## src/rtl/pix_work_gen.sv

```systemverilog
// pix_work_gen: walks an x_max by y_max pixel grid (raster or column-major)
// and hands one coordinate per cycle to the next ready worker, chosen by
// round-robin from a registered pointer.
module pix_work_gen #(
  parameter int NUM_CNT_BITS = 10,
  parameter int NUM_WORKERS  = 4,
  parameter int WID_BITS     = 2
) (
  input  logic                      clk,
  input  logic                      n_rst,
  input  logic                      clear,
  input  logic                      start,
  input  logic                      mode,
  input  logic [NUM_CNT_BITS-1:0]   x_max,
  input  logic [NUM_CNT_BITS-1:0]   y_max,
  input  logic [NUM_WORKERS-1:0]    worker_ready,
  output logic [NUM_WORKERS-1:0]    work_valid,
  output logic [NUM_CNT_BITS-1:0]   work_x,
  output logic [NUM_CNT_BITS-1:0]   work_y,
  output logic [WID_BITS-1:0]       work_id,
  output logic [2*NUM_CNT_BITS-1:0] pix_count,
  output logic                      busy,
  output logic                      done
);

  localparam int CW = 2 * NUM_CNT_BITS;
  localparam logic [NUM_CNT_BITS-1:0] C_ONE   = NUM_CNT_BITS'(1);
  localparam logic [WID_BITS:0]       NW_WIDE = (WID_BITS+1)'(NUM_WORKERS);
  localparam logic [WID_BITS-1:0]     LAST_ID = WID_BITS'(NUM_WORKERS - 1);

  typedef enum logic [1:0] {
    ST_IDLE,
    ST_RUN,
    ST_DONE
  } state_e;

  state_e                  state_q, state_d;
  logic [NUM_CNT_BITS-1:0] x_q, x_d;
  logic [NUM_CNT_BITS-1:0] y_q, y_d;
  logic [NUM_CNT_BITS-1:0] xmax_q, xmax_d;
  logic [NUM_CNT_BITS-1:0] ymax_q, ymax_d;
  logic                    mode_q, mode_d;
  logic [CW-1:0]           cnt_q, cnt_d;
  logic [WID_BITS-1:0]     rr_q, rr_d;

  logic                    gnt_found;
  logic [WID_BITS-1:0]     gnt_idx;
  logic                    last_pix;
  logic                    x_wrap;
  logic                    y_wrap;
  logic                    zero_grid;

  assign x_wrap    = (x_q == xmax_q - C_ONE);
  assign y_wrap    = (y_q == ymax_q - C_ONE);
  assign last_pix  = x_wrap && y_wrap;
  assign zero_grid = (x_max == '0) || (y_max == '0);

  // State register.
  // NOTE: sequential state uses non-blocking (<=) so every flop samples
  // pre-edge values; blocking here would create order-dependent races.
  always_ff @(posedge clk or negedge n_rst) begin
    if (!n_rst) state_q <= ST_IDLE;
    else        state_q <= state_d;
  end

  // Next-state logic; clear overrides everything, including a transfer.
  // NOTE: every always_comb output gets a default first, otherwise paths
  // that do not assign it infer a latch.
  always_comb begin
    state_d = state_q;
    if (clear) begin
      state_d = ST_IDLE;
    end else begin
      unique case (state_q)
        ST_IDLE, ST_DONE: if (start) state_d = zero_grid ? ST_DONE : ST_RUN;
        ST_RUN:           if (gnt_found && last_pix) state_d = ST_DONE;
        default:          state_d = ST_IDLE;
      endcase
    end
  end

  // Round-robin search: first ready worker at or after rr_q, wrapping.
  always_comb begin
    logic [WID_BITS:0] k;
    gnt_found = 1'b0;
    gnt_idx   = '0;
    k         = '0;
    if (state_q == ST_RUN) begin
      for (int i = 0; i < NUM_WORKERS; i++) begin
        k = {1'b0, rr_q} + (WID_BITS+1)'(i);
        if (k >= NW_WIDE) k = k - NW_WIDE;
        if (!gnt_found && worker_ready[k[WID_BITS-1:0]]) begin
          gnt_found = 1'b1;
          gnt_idx   = k[WID_BITS-1:0];
        end
      end
    end
  end

  // Output decode: one-hot grant, worker index and status flags.
  always_comb begin
    work_valid = '0;
    work_id    = '0;
    if (gnt_found) begin
      work_valid = NUM_WORKERS'(1) << gnt_idx;
      work_id    = gnt_idx;
    end
    busy      = (state_q == ST_RUN);
    done      = (state_q == ST_DONE);
    work_x    = x_q;
    work_y    = y_q;
    pix_count = cnt_q;
  end

  // Datapath next-state: config latch, coordinate walk, count, pointer.
  always_comb begin
    x_d    = x_q;
    y_d    = y_q;
    xmax_d = xmax_q;
    ymax_d = ymax_q;
    mode_d = mode_q;
    cnt_d  = cnt_q;
    rr_d   = rr_q;
    if (clear) begin
      x_d   = '0;
      y_d   = '0;
      cnt_d = '0;
      rr_d  = '0;
    end else begin
      unique case (state_q)
        ST_IDLE, ST_DONE: begin
          // A new frame keeps the pointer so fairness carries across frames.
          if (start) begin
            xmax_d = x_max;
            ymax_d = y_max;
            mode_d = mode;
            x_d    = '0;
            y_d    = '0;
            cnt_d  = '0;
          end
        end
        ST_RUN: begin
          if (gnt_found) begin
            cnt_d = cnt_q + CW'(1);
            rr_d  = (gnt_idx == LAST_ID) ? '0 : gnt_idx + WID_BITS'(1);
            // The last pixel's coordinates stay visible in DONE.
            if (!last_pix) begin
              if (!mode_q) begin
                if (x_wrap) begin
                  x_d = '0;
                  y_d = y_q + C_ONE;
                end else begin
                  x_d = x_q + C_ONE;
                end
              end else begin
                if (y_wrap) begin
                  y_d = '0;
                  x_d = x_q + C_ONE;
                end else begin
                  y_d = y_q + C_ONE;
                end
              end
            end
          end
        end
        default: ;
      endcase
    end
  end

  // Datapath registers.
  always_ff @(posedge clk or negedge n_rst) begin
    if (!n_rst) begin
      x_q    <= '0;
      y_q    <= '0;
      xmax_q <= '0;
      ymax_q <= '0;
      mode_q <= 1'b0;
      cnt_q  <= '0;
      rr_q   <= '0;
    end else begin
      x_q    <= x_d;
      y_q    <= y_d;
      xmax_q <= xmax_d;
      ymax_q <= ymax_d;
      mode_q <= mode_d;
      cnt_q  <= cnt_d;
      rr_q   <= rr_d;
    end
  end

endmodule

```

## config.mk

```make
export PLATFORM = sky130hd
export DESIGN_NAME = pix_work_gen
export DESIGN_NICKNAME = d
export VERILOG_FILES = /design/src/rtl/pix_work_gen.sv
export SDC_FILE = /design/constraint.sdc
export NUM_CORES = 1
export LEC_CHECK = 0
export CELL_PAD_IN_SITES_DETAIL_PLACEMENT = 1
export CELL_PAD_IN_SITES_GLOBAL_PLACEMENT = 1
export CORE_ASPECT_RATIO = 0.7
export CORE_MARGIN = 3
export CORE_UTILIZATION = 40
export CTS_CLUSTER_DIAMETER = 120
export DETAILED_ROUTE_END_ITERATION = 8
export MAX_ROUTING_LAYER = met4
export PLACE_DENSITY_LB_ADDON = 0.1
export SKIP_CTS_REPAIR_TIMING = 1
export SYNTH_ARGS = -nofsm -noshare
export SYNTH_HDL_FRONTEND = slang
export SYNTH_SLANG_ARGS = --single-unit
```

## constraint.sdc

```tcl
create_clock -name clk -period 3.2 [get_ports clk]
set_input_delay 0.32 -clock clk [delete_from_list [all_inputs] [get_ports clk]]
set_output_delay 0.32 -clock clk [all_outputs]
set_load 0.02 [all_outputs]
```

==> impl_summary.log, run 1 <==
INFO  metric result_of_the_run = finished, final reports clean
INFO  metric synth_top_family_by_area = simple AND/OR/NAND/NOR gates
INFO  metric post_route_standard_cell_area_excluding_fillers = 5510 um^2
INFO  metric synth_ff_type = dfrtp_1
INFO  metric pwr_density_cell = 434.7 nW/um^2
INFO  metric seq_power_share = 40.7%
INFO  metric timing.final.setup_violations = 0
INFO  metric grt_use_total = 23.40%
INFO  metric synthXorXnorAreaFrac = 6.871%
INFO  metric drt_first_iter_violations = 323
INFO  metric ys_seq_area_share = 38.67%
INFO  metric grt_max_degree = 55
INFO  metric final_cells = 691
INFO  metric numCtsBuffers = 9
INFO  metric min-delay-path-class = in -> async
INFO  metric ioPinCount = 77
INFO  metric first_global_vias = 4189
INFO  metric place.detailed.hpwl = 9619 um
INFO  metric clockPowerShare = 38.5%
INFO  metric leakagePower = 2.272 nW
INFO  metric numPlacedInstances = 674
INFO  metric irDropWorstVdd = 0.2383 mV
INFO  metric netSwitchingPower = 0.0007407 W
INFO  metric die_area = 11800 um^2
INFO  metric syn_to_final_growth = 30.99%
INFO  metric portion_of_netlist_area_occupied_by_mux_cells = 3.986%
INFO  metric finalHoldWorstSlack = 398.5 ps
INFO  metric cp_class = reg -> reg
INFO  metric synth_area_per_cell = 8.988 um^2
INFO  metric synth_enable_flop_cells = 0
INFO  metric core_area = 9947 um^2
INFO  metric power.combinational.fraction = 20.9%
INFO  metric fp.dieH = 91.80 um
INFO  metric timing.critical_path.arrival = 3310 ps
INFO  metric die-width = 128.6 um
INFO  metric clock_path_buffers = 2
INFO  metric syn-cell-area = 4207 um^2
INFO  metric post_route_cells_drive_above_1_share = 13.85%
INFO  metric num_vias = 4052
INFO  metric syn-instance-count = 468
INFO  metric post-route-period-util = 95.13%
INFO  metric initial_utilization = 42.29%
INFO  metric rsz0062_at_grt = no
INFO  metric dpl_cell_area = 5189 um^2
INFO  metric power.share.switching = 30.92%
INFO  metric worst_skew_pair.late_latency = 340 ps
INFO  metric synth_compound_area_share = 19.01%
INFO  metric critical_path_s_top_delay_family = simple AND/OR/NAND/NOR gates
INFO  metric synthSimpleGateAreaFrac = 24.87%
INFO  metric worst-path-max-fanout = 10
INFO  metric path_buf_inv = 0
INFO  metric worst_slew_pin_slew = 1002 ps
INFO  metric grt_first_pass_wirelength = 21560 um
INFO  metric antennaDiodeCount = 0
INFO  metric fp-row-count = 30
INFO  metric setup-tns-final = 0 ps
INFO  metric fin_util = 55.40%
INFO  metric setup.worst_path.start_class = flop
INFO  metric achievable-frequency = 328.5 MHz
INFO  metric route.final.wire_length = 13250 um
INFO  metric routed_via_density = 5.864
INFO  metric grt_remaining_overflow = 0
INFO  metric cts_tree = yes
INFO  metric layout_min_cycle_time = 3044 ps
INFO  metric drc = 0
INFO  metric synthDistinctLibCells = 68
INFO  metric internal_power_component = 0.001654 W
INFO  metric finalMaxSlewViolations = 0
INFO  metric slew-limit-headroom = 32.96%
INFO  metric critical-path-max-stage-delay = 600 ps
INFO  metric yosysWarnings = 0
INFO  metric share_of_synthesized_registers_carrying_an_async_set_or_reset = 100.0%
INFO  metric timing.clock.skew = 12.95 ps
INFO  metric post_cts_clock_slew_at_the_launch_and_capture_registers_of_the_worst_setup_and_hold_paths = 60 ps
INFO  metric detail-route-antenna-nets = 0
INFO  metric cap_violations = 0
INFO  metric clk_root_buffer_cell = clkbuf_16
INFO  metric synthAdderAreaFrac = 2.677%
INFO  metric final_net_count = 596
INFO  metric cp_cell_instances = or4_1, or3_4, a2111oi_4, nand4_1, or4b_4, nand2_4, mux2i_1
INFO  metric buffer_ports.inserted = 76
INFO  metric clock_sinks = 65
INFO  metric drt_pass1_iterations = 4
INFO  metric htree_levels = 3
INFO  metric post_drt_wl_per_cell = 19.17 um
INFO  metric capturing_element_type_of_the_critical_path = flop
INFO  metric final_hold_violation_count = 0
INFO  metric mappedNetlistNets = 506
INFO  metric gp_routability_congestion = 0.8272
INFO  metric ys_ff_latch = 65
INFO  metric antenna_violations_before_repair = 0
INFO  metric critical_path_required = 3460 ps
INFO  metric crit_slowest_cell = or4b_4
-- state kept, by name, summed over array words and instances (netlist names) --
register   cells
pix_count     20
ymax_q        10
mode_q         1
rr_q           2
work_y        10
state_q        2
work_x        10
xmax_q        10
-- layout by cell type (no fill, tap or decap), drive strengths merged, types with 3 or more instances in the layout --
cell type,n
a2111oi,9
a211o,5
a21oi,10
a221o,3
a311oi,3
a31oi,8
and3,15
and3b,3
and4,4
buf,20
clkbuf,12
clkdlybuf4s50,71
dfrtp,65
dlymetal6s2s,4
ha,9
inv,23
mux2,14
nand2,41
nand2b,5
nand3,19
nand4,8
nor2,41
nor2b,8
nor3,5
nor4,9
o2111ai,9
o211ai,7
o21ai,41
o31ai,3
or2,10
or3,9
or4,7
xnor2,20
xor2,13
-- path summary, 6_finish.rpt --
path	start	to	slack, ps	depth (start not counted)
min in group clk	pix_count[6]	pix_count[6]	510	1
hold / removal	n_rst	work_y[4]	400	2
max in group asynchronous	n_rst	state_q[0]	1790	3
setup / recovery	xmax_q[2]	work_x[1]	160	7
setup reg to reg	xmax_q[2]	work_x[1]	160	7
hold reg to reg	pix_count[6]	pix_count[6]	510	1
-- power groups by stage --
stage               combinational (W)  sequential (W)  clock [W]
CTS                          0.000496        0.000972   0.000940
global route                 0.000552        0.000984   0.000972
global placement             0.000467        0.000983          0
finish                       0.000500        0.000974   0.000921
detailed placement           0.000490        0.000986          0
floorplan                    0.000318        0.000957          0
-- stage by stage --
| stage | setup slack, ps | total power [W] |
|---|---|---|
| 2_1_floorplan | 293.3 | 0.001275 |
| 3_3_place_gp | 90.64 | 0.001451 |
| 3_5_place_dp | -48.77 | 0.001477 |
| 4_1_cts | -61.49 | 0.002408 |
| 5_1_grt | 5.389 | 0.002508 |
| 6_report | 156.0 | 0.002395 |
-- area by class of cell --
type	count	area (um^2)
Multi-Input combinational cell	363	2444
Fill cell	1162	4437
Tap cell	128	160.2
Timing Repair Buffer	96	918.4
Sequential cell	65	1627
Inverter	23	86.33
Clock buffer	12	246.5
Clock inverter	4	28.78
-- routing by layer --
| metal | vias to the layer above | part of all wire [%] | GRT usage, % |
|---|---|---|---|
| li1 | 1917 | - | - |
| met4 | 0 | 0.47 | 5.594 |
| met2 | 74 | 47 | 36.01 |
| met1 | 2057 | 49 | 32.05 |
| met3 | 4 | 3.3 | 4.540 |
| met5 | - | 0 | - |
-- Yosys cell counts (3+ instances only) --
master | instances | area [um^2]
a2111oi_0 | 8 | 70.07
a211o_1 | 5 | 43.79
a21oi_1 | 9 | 45.04
a31oi_1 | 7 | 43.79
and3_1 | 15 | 93.84
and3b_1 | 3 | 26.28
and4_1 | 3 | 26.28
buf_2 | 3 | 15.01
clkbuf_1 | 11 | 41.29
dfrtp_1 | 65 | 1627
ha_1 | 9 | 112.6
inv_1 | 23 | 86.33
mux2_2 | 14 | 157.7
nand2_1 | 39 | 146.4
nand2b_1 | 5 | 31.28
nand3_1 | 19 | 95.09
nand4_1 | 8 | 50.05
nor2_1 | 41 | 153.9
nor2b_1 | 8 | 50.05
nor3_1 | 5 | 25.02
nor4_1 | 9 | 56.30
o2111ai_1 | 9 | 78.83
o211ai_1 | 7 | 52.55
o21ai_0 | 40 | 200.2
o31ai_1 | 3 | 22.52
or2_2 | 9 | 56.30
or3_1 | 7 | 43.79
or4_1 | 5 | 37.54
xnor2_1 | 20 | 175.2
xor2_1 | 13 | 113.9
-- kinds of logic (layout without fill, tap and decap cells) --
kind of cell / count (synthesis) / after routing
compound gates: 112 / 112
simple gates: 194 / 194
mux: 15 / 15
fa+ha+maj: 9 / 9
xor+xnor: 33 / 33
flops: 65 / 65
buf+inv: 40 / 135
Note: power is estimated with default switching activity, not from simulation.
==> inputs of run 2 (changes only) <==
PLACE_DENSITY = 0.87   (was default)
PLACE_DENSITY_LB_ADDON = default   (was 0.1)
==> impl_summary.log, run 2 (synthesis results as in run 1) <==
INFO  metric fp.dieH = 91.80 um (unchanged)
INFO  metric critical_path_s_top_delay_family = simple AND/OR/NAND/NOR gates
INFO  metric grt_max_degree = 34 (-38%)
INFO  metric clock_path_buffers = 2 (unchanged)
INFO  metric fillers = 1149 (-1.1%)
INFO  metric numCtsBuffers = 9 (unchanged)
INFO  metric ioPinCount = 77 (unchanged)
INFO  metric min-delay-path-class = in -> async
INFO  metric grt_first_pass_wirelength = 22130 um (+2.6%)
INFO  metric largest_register_ffs = 20 (unchanged)
INFO  metric grt_remaining_overflow = 0 (unchanged)
INFO  metric post_cts_clock_slew_at_the_launch_and_capture_registers_of_the_worst_setup_and_hold_paths = 60 ps (about the same)
INFO  metric cap_violations = 0 (unchanged)
INFO  metric drc = 0 (unchanged)
INFO  metric pwr_density_cell = 445.4 nW/um^2 (+2.5%)
INFO  metric timing.clock.skew = 10.79 ps (-2.166 ps)
INFO  metric clk_root_buffer_cell = clkbuf_16
INFO  metric worst-path-max-fanout = 10 (unchanged)
INFO  metric num_vias = 4118 (+1.6%)
INFO  metric post_route_cells_drive_above_1_share = 13.60% (-0.26 points)
INFO  metric gp_routability_congestion = 0.8442 (+2.1%)
INFO  metric finalMaxSlewViolations = 0 (unchanged)
INFO  metric drt_first_iter_violations = 274 (-15%)
INFO  metric achievable-frequency = 322.8 MHz (-1.7%)
INFO  metric post_route_standard_cell_area_excluding_fillers = 5502 um^2 (-0.16%)
INFO  metric die-width = 128.6 um (unchanged)
INFO  metric detail-route-antenna-nets = 0 (unchanged)
INFO  metric clock_sinks = 65 (unchanged)
INFO  metric buffer_ports.inserted = 76 (unchanged)
INFO  metric result_of_the_run = finished, final reports clean
INFO  metric worst_skew_pair.late_latency = 350 ps (about the same)
INFO  metric place.detailed.hpwl = 10020 um (+4.1%)
INFO  metric core_area = 9947 um^2 (unchanged)
INFO  metric critical_path_required = 3460 ps (about the same)
INFO  metric antenna_violations_before_repair = 0 (unchanged)
INFO  metric seqCellArea = 1627 um^2 (unchanged)
INFO  metric post-route-period-util = 96.80% (+1.7 points)
INFO  metric path_buf_inv = 0 (unchanged)
INFO  metric power = 0.002450 W (+2.3%)
INFO  metric dpl_cell_area = 5166 um^2 (-0.43%)
INFO  metric crit_slowest_cell = or4b_4
INFO  metric cp_class = reg -> reg
INFO  metric layout.cells.most_common = clkdlybuf4s50_1
INFO  metric post_drt_wl_per_cell = 19.77 um (+3.1%)
INFO  metric leakagePower = 2.271 nW (about the same)
INFO  metric worst_slew_pin_slew = 970.5 ps (-31.44 ps)
INFO  metric capturing_element_type_of_the_critical_path = flop
INFO  metric critical-path-max-stage-delay = 600 ps (about the same)
INFO  metric fp-row-count = 30 (unchanged)
INFO  metric htree_levels = 3 (unchanged)
INFO  metric drt_pass1_iterations = 5 (+1)
INFO  metric rsz0062_at_grt = yes
INFO  metric cp_cell_instances = or4_1, or3_4, a2111oi_4, nand4_1, or4b_4, nand2_4, mux2i_1
INFO  metric timing.final.setup_violations = 0 (unchanged)
INFO  metric layout_min_cycle_time = 3098 ps (+53.54 ps)
INFO  metric slew-limit-headroom = 35.06% (+2.1 points)
INFO  metric final_hold_violation_count = 0 (unchanged)
INFO  metric first_global_vias = 4176 (-0.31%)
INFO  metric syn_to_final_growth = 30.79%
INFO  metric cts_tree = yes
INFO  metric route.final.wire_length = 13580 um (+2.5%)
INFO  metric setup.worst_path.start_class = flop
INFO  metric irDropWorstVdd = 0.2778 mV (+17%)
INFO  metric layout.cells.most_common_list = clkdlybuf4s50_1, dfrtp_1, nor2_1
INFO  metric multiInputGateArea = 2455 um^2 (+0.46%)
INFO  metric final_net_count = 592 (-0.67%)
INFO  metric routed_via_density = 5.994 (+2.2%)
INFO  metric grt_use_total = 24.31% (+0.91 points)
INFO  metric antennaDiodeCount = 0 (unchanged)
INFO  metric die_area = 11800 um^2 (unchanged)
INFO  metric initial_utilization = 42.29% (unchanged)
INFO  metric timing.critical_path.arrival = 3360 ps (+50 ps)
INFO  metric setup-tns-final = 0 ps (unchanged)
run 2: final timing paths:
check	from	end	slack (ps)	cells past startpoint
max in group asynchronous	n_rst	pix_count[9]	2330	2
setup / recovery	xmax_q[2]	work_x[1]	100	7
min in group clk	pix_count[6]	pix_count[6]	530	1
setup reg to reg	xmax_q[2]	work_x[1]	100	7
hold / removal	n_rst	work_y[3]	70	1
hold reg to reg	pix_count[6]	pix_count[6]	530	1
run 2: area by class of cell:
cell class | instances | area share [%]
inverter | 23 | 1.569
clock buffer | 10 | 4.162
multi-input combinational | 363 | 44.62
clock inverter | 6 | 1.069
timing repair buffer | 92 | 16.10
tap | 128 | 2.911
sequential | 65 | 29.57
run 2: per-stage QoR:
stage / hold slack, ps / worst slack, ps / utilization (%) / cells
floorplan: 24.41 / 293.3 / - / 468
global placement: 442.9 / 151.9 / 51.94 / 671
detailed placement: 458.0 / 15.42 / 51.94 / 671
CTS: 89.78 / 17.87 / 54.83 / 687
global route: 130.0 / -19.10 / 55.31 / 687
finish: 68.70 / 102.4 / 55.31 / 687
run 2: layer usage:
metal / share of wire [%] / GRT usage, % / vias up / wire [um]
met3: 4.3 / 5.879 / 18 / 583
met1: 45 / 31.53 / 2098 / 6052
li1: - / - / 1897 / -
met2: 50 / 38.39 / 105 / 6751
met4: 1.4 / 6.294 / 0 / 193
met5: 0 / - / - / 0
run 2: power breakdown:
part / leakage (nW) / total, W / internal [W] / switching (W)
Sequential: 0.862 / 0.000979 / 0.000881 / 0.0000979
Clock: 0.146 / 0.000980 / 0.000598 / 0.000381
Combinational: 1.26 / 0.000492 / 0.000223 / 0.000269
==> inputs of run 3 (changes only) <==
CTS_BUF_LIST = sky130_fd_sc_hd__clkbuf_8 sky130_fd_sc_hd__clkbuf_16   (was default)
SLEW_MARGIN = 5   (was default)
==> impl_summary.log, run 3 (synthesis results as in run 1) <==
INFO  metric critPathLaunch = xmax_q[2]
INFO  metric route.final.wire_length = 13580 um (about the same)
INFO  metric power = 0.002447 W (-0.13%)
INFO  metric syn_to_final_growth = 30.79% (unchanged)
INFO  metric capturing_element_type_of_the_critical_path = flop
INFO  metric achievable-frequency = 322.9 MHz (about the same)
INFO  metric core_area = 9947 um^2 (unchanged)
INFO  metric post_drt_wl_per_cell = 19.77 um (about the same)
INFO  metric worst-path-max-fanout = 10 (unchanged)
INFO  metric largest_register_ffs = 20 (unchanged)
INFO  metric clk_root_buffer_cell = clkbuf_16
INFO  metric irDropWorstVdd = 0.2778 mV (about the same)
INFO  metric final_net_count = 592 (unchanged)
INFO  metric grt_first_pass_wirelength = 22130 um (unchanged)
INFO  metric leakagePower = 2.275 nW (+0.18%)
INFO  metric antenna_violations_before_repair = 0 (unchanged)
INFO  metric globalRouteMet1Util = 31.53% (unchanged)
INFO  metric worst_skew_pair.late_latency = 350 ps (about the same)
INFO  metric rsz0062_at_grt = yes
INFO  metric cts_tree = yes
INFO  metric die_area = 11800 um^2 (unchanged)
INFO  metric layout.cells.most_common = clkdlybuf4s50_1
INFO  metric first_global_vias = 4176 (unchanged)
INFO  metric grt_remaining_overflow = 0 (unchanged)
INFO  metric rr_startpoint = xmax_q[2]
INFO  metric grt_use_total = 24.31% (unchanged)
INFO  metric finalMaxSlewViolations = 0 (unchanged)
INFO  metric cp_cell_instances = or4_1, or3_4, a2111oi_4, nand4_1, or4b_4, nand2_4, mux2i_1
INFO  metric ioPinCount = 77 (unchanged)
INFO  metric timing.final.setup_violations = 0 (unchanged)
INFO  metric timing.critical_path.arrival = 3360 ps (about the same)
INFO  metric htree_levels = 3 (unchanged)
INFO  metric min-delay-path-class = in -> async
INFO  metric layout_min_cycle_time = 3097 ps (-0.3050 ps)
INFO  metric critical_path_s_top_delay_family = simple AND/OR/NAND/NOR gates
INFO  metric place.detailed.hpwl = 10020 um (unchanged)
INFO  metric routed_via_density = 5.997 (about the same)
INFO  metric fp.dieH = 91.80 um (unchanged)
INFO  metric drt_first_iter_violations = 278 (+1.5%)
INFO  metric slew-limit-headroom = 35.06% (unchanged)
INFO  metric met2_track_demand_over_resource = 38.39% (unchanged)
INFO  metric timing.clock.skew = 10.79 ps (+0.004300 ps)
INFO  metric post_route_cells_drive_above_1_share = 13.60% (unchanged)
INFO  metric die-width = 128.6 um (unchanged)
INFO  metric worst_slew_pin_slew = 970.5 ps (unchanged)
INFO  metric clock_path_buffers = 2 (unchanged)
INFO  metric path_buf_inv = 0 (unchanged)
INFO  metric numCtsBuffers = 9 (unchanged)
INFO  metric result_of_the_run = finished, final reports clean
INFO  metric fillers = 1149 (unchanged)
INFO  metric layout.cells.most_common_list = clkdlybuf4s50_1, dfrtp_1, nor2_1
INFO  metric drc = 0 (unchanged)
INFO  metric final_hold_violation_count = 0 (unchanged)
INFO  metric detail-route-antenna-nets = 0 (unchanged)
INFO  metric top_usage_layer = met2
INFO  metric post-route-period-util = 96.79% (about the same)
INFO  metric final_cells = 687 (unchanged)
INFO  metric num_vias = 4120 (+0.049%)
INFO  metric clock_sinks = 65 (unchanged)
INFO  metric drt_pass1_iterations = 5 (unchanged)
INFO  metric critical_path_required = 3460 ps (about the same)
INFO  metric setup.worst_path.start_class = flop
INFO  metric critical-path-max-stage-delay = 600 ps (about the same)
INFO  metric initial_utilization = 42.29% (unchanged)
INFO  metric post_cts_clock_slew_at_the_launch_and_capture_registers_of_the_worst_setup_and_hold_paths = 60 ps (about the same)
INFO  metric gp_routability_congestion = 0.8442 (unchanged)
INFO  metric cap_violations = 0 (unchanged)
INFO  metric pwr_density_cell = 444.8 nW/um^2 (-0.13%)
INFO  metric grt_max_degree = 34 (unchanged)
INFO  metric numPlacedInstances = 671 (unchanged)
INFO  metric buffer_ports.inserted = 76 (unchanged)
INFO  metric grt_use_met3 = 5.879% (unchanged)
INFO  metric antennaDiodeCount = 0 (unchanged)
INFO  metric cp_class = reg -> reg
INFO  metric fp-row-count = 30 (unchanged)
INFO  metric crit_slowest_cell = or4b_4
-- run 3: cell types whose count changed in the layout (fill, tap and decap cells not counted) --
cell / delta
inv_1: +1
clkbuf_1: -1
-- run 3: layout make-up --
| cell class | instances | area (um^2) | share of cell area (%) |
|---|---|---|---|
| clock buffers | 9 | 225.2 | 4.094 |
| clock inverters | 7 | 62.56 | 1.137 |
| inverters | 23 | 86.33 | 1.569 |
| multi-input cells | 363 | 2455 | 44.62 |
| flip-flops and latches | 65 | 1627 | 29.57 |
| well taps | 128 | 160.2 | 2.911 |
| repair buffers | 92 | 885.9 | 16.10 |
-- run 3: per-layer routing --
| layer | up-vias | share of wire (%) |
|---|---|---|
| met2 | 108 | 50 |
| li1 | 1897 | - |
| met5 | - | 0 |
| met3 | 20 | 4.4 |
| met4 | 0 | 1.5 |
| met1 | 2095 | 45 |
-- run 3: path summary, 6_finish.rpt --
kind | endpoint | slack (ps) | cells past startpoint
worst min register to register | pix_count[6] | 530 | 1
worst max-delay path | work_x[1] | 100 | 7
min in group clk | pix_count[6] | 530 | 1
worst min-delay path | work_y[3] | 70 | 1
max in group asynchronous | pix_count[9] | 2330 | 2
worst max register to register | work_x[1] | 100 | 7
-- run 3: report_power, final --
part	leakage (nW)	internal, W	total (W)	switching [W]
Combinational	1.26	0.000223	0.000492	0.000269
Clock	0.150	0.000595	0.000976	0.000381
Sequential	0.862	0.000881	0.000979	0.0000979
-- run 3: metrics by stage --
stage          setup WS, ps  utilization, %  cell area [um^2]  TNS [ps]  hold slack, ps
2_1_floorplan         293.3               -              4207         0           24.41
3_3_place_gp          151.9           51.94              5166         0           442.9
3_5_place_dp          15.42           51.94              5166         0           458.0
4_1_cts               17.87           54.83              5454         0           89.78
5_1_grt              -19.10           55.31              5502    -19.10           130.0
6_report              102.7           55.31              5502         0           68.60
